## src/rtl/execute_stage.sv

```systemverilog
// execute_stage: ALU, condition-code register and EX/MEM pipeline register with stall/flush
module execute_stage #(
  parameter int WIDTH = 16,
  parameter int ADDR_W = 3
) (
  input  logic              clk,
  input  logic              rst,
  input  logic              in_valid,
  input  logic [1:0]        ALUOp,
  input  logic [1:0]        carrySelect,
  input  logic              alu_src_imm,
  input  logic              WB_ALUtoReg,
  input  logic              RegWrite,
  input  logic              MemRead,
  input  logic              MemWrite,
  input  logic [WIDTH-1:0]  reg_data1,
  input  logic [WIDTH-1:0]  reg_data2,
  input  logic [WIDTH-1:0]  sign_extend_in,
  input  logic [ADDR_W-1:0] reg_write_address,
  input  logic              stall,
  input  logic              flush,
  output logic [WIDTH-1:0]  alu_result_r,
  output logic [WIDTH-1:0]  store_data_r,
  output logic              WB_ALUtoReg_r,
  output logic              RegWrite_r,
  output logic              MemRead_r,
  output logic              MemWrite_r,
  output logic [ADDR_W-1:0] reg_write_address_r,
  output logic              valid_r,
  output logic [2:0]        ccr_r
);
  logic [WIDTH-1:0] op2;
  logic [WIDTH-1:0] res;
  logic [WIDTH:0]   sum;
  logic [WIDTH:0]   diff;
  logic             alu_c;
  logic             arith;
  logic             commit;
  logic [2:0]       ccr_next;
  // ALU result, ALU carry/borrow and the flag values a commit would write
  always_comb begin
    op2 = alu_src_imm ? sign_extend_in : reg_data2;
    sum = {1'b0, reg_data1} + {1'b0, op2};
    diff = {1'b0, reg_data1} - {1'b0, op2};
    arith = ~ALUOp[1];
    alu_c = ALUOp[0] ? diff[WIDTH] : sum[WIDTH];
    res = ALUOp == 2'b00 ? sum[WIDTH-1:0] :
          ALUOp == 2'b01 ? diff[WIDTH-1:0] :
          ALUOp == 2'b10 ? (reg_data1 & op2) : op2;
    commit = in_valid & ~stall & ~flush;
    ccr_next[2] = ALUOp == 2'b11 ? ccr_r[2] : (res == '0);
    ccr_next[1] = ALUOp == 2'b11 ? ccr_r[1] : res[WIDTH-1];
    ccr_next[0] = carrySelect == 2'b00 ? (arith ? alu_c : ccr_r[0]) :
                  carrySelect == 2'b01 ? ccr_r[0] : ~carrySelect[0];
  end
  // EX/MEM register: flush or an idle slot loads a bubble, stall holds
  always_ff @(posedge clk) begin
    if (rst || flush || (!stall && !in_valid)) begin
      alu_result_r <= '0;
      store_data_r <= '0;
      WB_ALUtoReg_r <= 1'b0;
      RegWrite_r <= 1'b0;
      MemRead_r <= 1'b0;
      MemWrite_r <= 1'b0;
      reg_write_address_r <= '0;
      valid_r <= 1'b0;
    end else if (!stall) begin
      alu_result_r <= res;
      store_data_r <= reg_data2;
      WB_ALUtoReg_r <= WB_ALUtoReg;
      RegWrite_r <= RegWrite;
      MemRead_r <= MemRead;
      MemWrite_r <= MemWrite;
      reg_write_address_r <= reg_write_address;
      valid_r <= 1'b1;
    end
  end
  // condition codes change only when a real instruction commits
  always_ff @(posedge clk) begin
    if (rst) ccr_r <= '0;
    else if (commit) ccr_r <= ccr_next;
  end
endmodule

```

## config.mk

```make
export PLATFORM = sky130hd
export DESIGN_NAME = execute_stage
export DESIGN_NICKNAME = d
export VERILOG_FILES = /design/src/rtl/execute_stage.sv
export SDC_FILE = /design/constraint.sdc
export NUM_CORES = 1
export LEC_CHECK = 0
export BUFFER_PORTS_ARGS = -buffer_cell sky130_fd_sc_hd__buf_2
export CORE_ASPECT_RATIO = 1.75
export CORE_MARGIN = 2
export CORE_UTILIZATION = 55
export CTS_BUF_LIST = sky130_fd_sc_hd__clkbuf_8
export DETAILED_ROUTE_END_ITERATION = 10
export PLACE_DENSITY_LB_ADDON = 0.05
export SETUP_SLACK_MARGIN = 0.15
export SLEW_MARGIN = 5
export SYNTH_ARGS = -nofsm -noshare
export SYNTH_HDL_FRONTEND = slang
export SYNTH_SLANG_ARGS = --single-unit
```

## constraint.sdc

```tcl
create_clock -name clk -period 4.2 [get_ports clk]
set_input_delay 0.84 -clock clk [delete_from_list [all_inputs] [get_ports clk]]
set_output_delay 0.84 -clock clk [all_outputs]
set_load 0.02 [all_outputs]
```

=== After elaboration in Yosys (flattened, before gate mapping) ===
Cells that the tools add are included.

* Flip-flop bits (word level): 43
* Input bits: 65
* Word-level logic and storage cells: 43

* Add/subtract/negate cells: 2
* Eq/ne operators: 6
* Mux-type cells: 8
* Bitwise logic cells: 7
* Reductions and logical operators: 10

{| class="wikitable"
|+ Operators by type and width
! operator !! number
|-
| two-way mux 16 bit || 4
|-
| adder 16 x 16 -> 17 bit || 1
|-
| subtractor 16 x 16 -> 17 bit || 1
|-
| AND 16 bit || 1
|-
| zero test 16 bit || 1
|-
| equality test 2 x 1 -> 1 bit (second input constant) || 2
|-
| equality test 2 bit (second input constant) || 2
|-
| zero test 2 bit || 2
|-
| two-way mux 1 bit || 4
|-
| inequality test 2 bit (second input constant) || 2
|-
| NOT 1 bit || 4
|-
| AND reduction 3 bit || 1
|-
| AND 1 bit || 2
|-
| zero test 1 bit || 2
|-
| logical OR 1 bit || 2
|-
| AND reduction 2 bit || 1
|-
| logical AND 1 bit || 1
|}

=== Longest topological paths before layout ===
* Depth in word-level cells: 6
* Depth in mapped cells: 14
* Gate-level depth less buffers: 13

=== Worst setup path after synthesis ===
OpenSTA, ideal clock, no wires.

* Path kind: input-to-reg
* From: input port alu_src_imm
* To: register ccr_r[0]
* Arrival: 3.416 ns
* Slack: 0.683 ns
* Stages on the path: 14
* Buffers on the path: 3
* Cells stage by stage: buf_6 buf_2 mux2i_1 ha_1 buf_2 nor3_2 o21ai_1 nand4_1 a21boi_1 o41ai_2 o21bai_1 a2111oi_0 nor3_1 o41ai_1

* Longest elaborated chain between the ends: 5
* Elaborated cells on any way between the ends: 6

{| class="wikitable"
|+ RTL lines
! what !! RTL line !! source
|-
| start: declaration || 11 || <nowiki>input logic alu_src_imm,</nowiki>
|-
| two-way mux 16 bit * || 42 || <nowiki>op2 = alu_src_imm ? sign_extend_in : reg_data2;</nowiki>
|-
| adder 16 x 16 -> 17 bit or subtractor 16 x 16 -> 17 bit (tied branches) || 43, 44 ||
|-
| two-way mux 1 bit * || 46 || <nowiki>alu_c = ALUOp[0] ? diff[WIDTH] : sum[WIDTH];</nowiki>
|-
| two-way mux 1 bit * (2 in series) || 53 || <nowiki>ccr_next[0] = carrySelect == 2'b00 ? (arith ? alu_c : ccr_r[0]) :</nowiki>
|-
| end signal: assignment || 81 || <nowiki>else if (commit) ccr_r <= ccr_next;</nowiki>
|-
| end: declaration || 30 || <nowiki>output logic [2:0] ccr_r</nowiki>
|}

Every way passes the cells marked *; elsewhere a longest branch is shown, timed or not. The select of a mux whose other input is x is not followed.
A chain may end at the register's enable or synchronous reset.

=== Worst setup path after layout ===
Ends and elaborated chain as after synthesis.

==> key figures <==
Status
  – Run status: finished, final reports clean

Floorplanning
  – # rows: 41
  – # IOs: 108
  – Die width: around 70 µm
  – Core ar.: roughly 7100 µm²
  – Initial Utilization: 55.9%
  – Die area: 7970 µm²
  – Die Y: approximately 120 µm

STA
  – Setup TNS Final: 0 ps
  – Hold slack final: roughly 450 ps
  – Final setup vio count: 0
  – Final Max Tran Viols: 0
  – Hold Fails Final Rpt: 0
  – RSZ-0062 raised after global routing: false
  – Fmax: 0.266 GHz
  – Final min period: 3760 ps
  – Actual slew at the worst max-slew pin: just under 700 ps
  – Clock Skew: 0 ps
  – Period utilisation layout: 89.6%
  – Rel. slew slack: 55.1%

Setup path
  – Worst Setup Start Kind: primary input
  – Crit path kind: in -> reg
  – Crit path largest cell delay: 500 ps
  – CP Data Required Time: 4400 ps
  – Arrival @ worst endpoint: 3970 ps
  – Worst Path Max Fanout: 9
  – Worst path top cell family by delay: compound AO/OA/AOI/OAI gates
  – CP Buf/Inv Count: 3
  – Crit-path cells: buf_2 -> buf_4 -> mux2i_1 -> ha_1 -> inv_1 -> a21oi_1 -> nand4_1 -> a21boi_1 -> o41ai_2 -> o21bai_1 -> a2111oi_0 -> nor3_1 -> o41ai_1
  – Crit path capture type: flip-flop
  – Slowest-stage cell, CP: a2111oi_0

Finish
  – Most frequent cells in the layout: buf_2 (107), nor2_1 (76), mux2i_1 (45)
  – Layout fillers: around 670
  – Fin nets: ~700
  – Share of cells above drive strength 1: 23.4%
  – Most common cell after layout, fill and taps aside: buf_2
  – ANT cells: 0
  – Area Growth Syn to Fin: 17.1%

GRT
  – Initial antenna violation count: 0
  – First-pass GRT wire length: 18,200 µm
  – Gr ovfl total: 0
  – Vias in the first global route: ~3.8k
  – GRT Util Overall: 30.3%
  – Largest net degree at the start of global routing: 52

Routing
  – WL per Instance: 17.4 µm
  – Via Count: 4,019
  – 1st-iter DRT viols: 183
  – ANT nets after route: 0
  – Routed WL: 12,000 µm
  – Via density: 5.87
  – DR pass1 iterations: 4
  – DRC errors left: 0

CTS
  – H-tree depth: 2
  – CTS sink count: 43
  – Resized cells post-CTS: 0
  – CTS tree: built
  – Skew-Pair Late Insertion Delay: between 200 and 300 ps
  – Cts hold-fix bufs: 0
  – Max clock buf depth: 2
  – CTS clk-pin slew, worst paths: around 80 ps
  – Root Driver: clkbuf_8
  – Num CTS Buffers: 5
  – Post-CTS setup buffer count: 0

Logic synthesis
  – YS warnings: 0
  – Most used DFF post-synth: dfxtp_1
  – FFs w/ async S/R, synth: 0%
  – EDFF count, synth: 0
  – Synth Area per Inst: 7.91 µm²
  – #FFs+latches synth: 43
  – Sequential area share after synthesis: between 20% and 30%
  – Post-Syn Instances: between 500 and 600
  – Synth cell types: 66
  – Synth Net Count: 608
  – Mapped cell area: around 4000 µm²

Placement
  – GP Congestion: 0.957
  – Post-DP HPWL: roughly 9600 µm
  – Port-buffer cells: around 110

Power and ir drop
  – PD cells: around 270 nW/µm²
  – Worst-case vdd ir drop: 0.000304 V
  – Leakage: about 2.2 nW

Flow run
  – Max-cap violations: 0

Min path
  – Hold Path Class: reg -> reg
stage by stage:
| step | area (µm²) | setup slack, ps | util, % | cells | power [mW] |
|---|---|---|---|---|---|
| finish | 4670 | 437 | 65.5 | 685 | 1.24 |
| global route | 4670 | 193 | 65.5 | 685 | 1.32 |
| CTS | 4670 | 454 | 65.5 | 685 | 1.24 |
| detailed placement | 4580 | 138 | 64.3 | 677 | 0.987 |
| global placement | 4580 | 141 | 64.3 | 677 | 0.981 |
| floorplan | 3990 | 683 | - | 504 | 0.826 |
state kept, by name (all words and copies together) (netlist names):
name / count
ccr_r: 3
valid_r: 1
alu_result_r: 16
WB_ALUtoReg_r: 1
MemRead_r: 1
RegWrite_r: 1
store_data_r: 16
reg_write_address_r: 3
MemWrite_r: 1
report_power, final:
part / total [mW] / switching [mW] / internal [mW]
Clock: 0.256 / 0.142 / 0.114
Combinational: 0.557 / 0.325 / 0.232
Sequential: 0.427 / 0.00659 / 0.420
worst min-delay path, stage by stage, from the launching register on:
cell and delay (ps):
dfxtp_1 310, inv_1 40, a21oi_1 50
worst paths after layout:
path | from | endpoint | slack (ps) | depth (start not counted)
worst min register to register | valid_r | valid_r | 450 | 2
worst max register to register | alu_result_r[9] | alu_result_r[9] | 3450 | 2
worst max-delay path | alu_src_imm | ccr_r[0] | 440 | 13
worst min-delay path | valid_r | valid_r | 450 | 2
logic make-up (layout without fill, tap and decap cells):
group | Yosys count | count (layout) | synth area share, %
buffers and inverters | 63 | 158 | 6.37
XOR/XNOR | 12 | 12 | 2.64
flip-flops | 43 | 43 | 21.6
AND/OR/NAND/NOR | 161 | 161 | 19.2
AO/OA/AOI/OAI | 135 | 135 | 23.6
multiplexers | 51 | 51 | 14.0
adder cells (fa/ha/maj) | 39 | 39 | 12.6
cell usage after synthesis, drive strengths merged, types with 4 or more instances:
master / n / area (µm²)
dfxtp: 43 / 861
nand2b: 7 / 43.8
and3: 6 / 37.5
nor2b: 15 / 93.8
and2: 5 / 31.3
inv: 31 / 116
nor3: 9 / 50.1
mux2i: 45 / 450
a21oi: 30 / 150
nor2: 76 / 285
o211ai: 17 / 128
xnor2: 10 / 87.6
ha: 37 / 463
nand2: 24 / 90.1
buf: 14 / 70.1
o21ai: 24 / 120
nor4: 4 / 31.3
o41ai: 4 / 42.6
a211oi: 4 / 35.0
clkbuf: 17 / 63.8
o21bai: 7 / 52.6
o21a: 13 / 97.6
cell type report:
class | count | area [µm²] | area share [%]
clock inverters | 3 | 16.3 | 0.348
repair buffers | 118 | 618 | 13.2
well taps | 86 | 108 | 2.31
flip-flops and latches | 43 | 861 | 18.4
multi-input cells | 398 | 2880 | 61.6
clock buffers | 5 | 68.8 | 1.47
inverters | 32 | 120 | 2.57
per-layer routing:
layer  GRT usage (%)  share of wire [%]  up-vias
met2            54.1                 53      137
met5               0                  0        -
met1            31.1                 36     1854
met3            6.36                4.7       40
li1                -                  -     1988
met4            18.8                5.6        0
(Power assumes the default switching activity.)
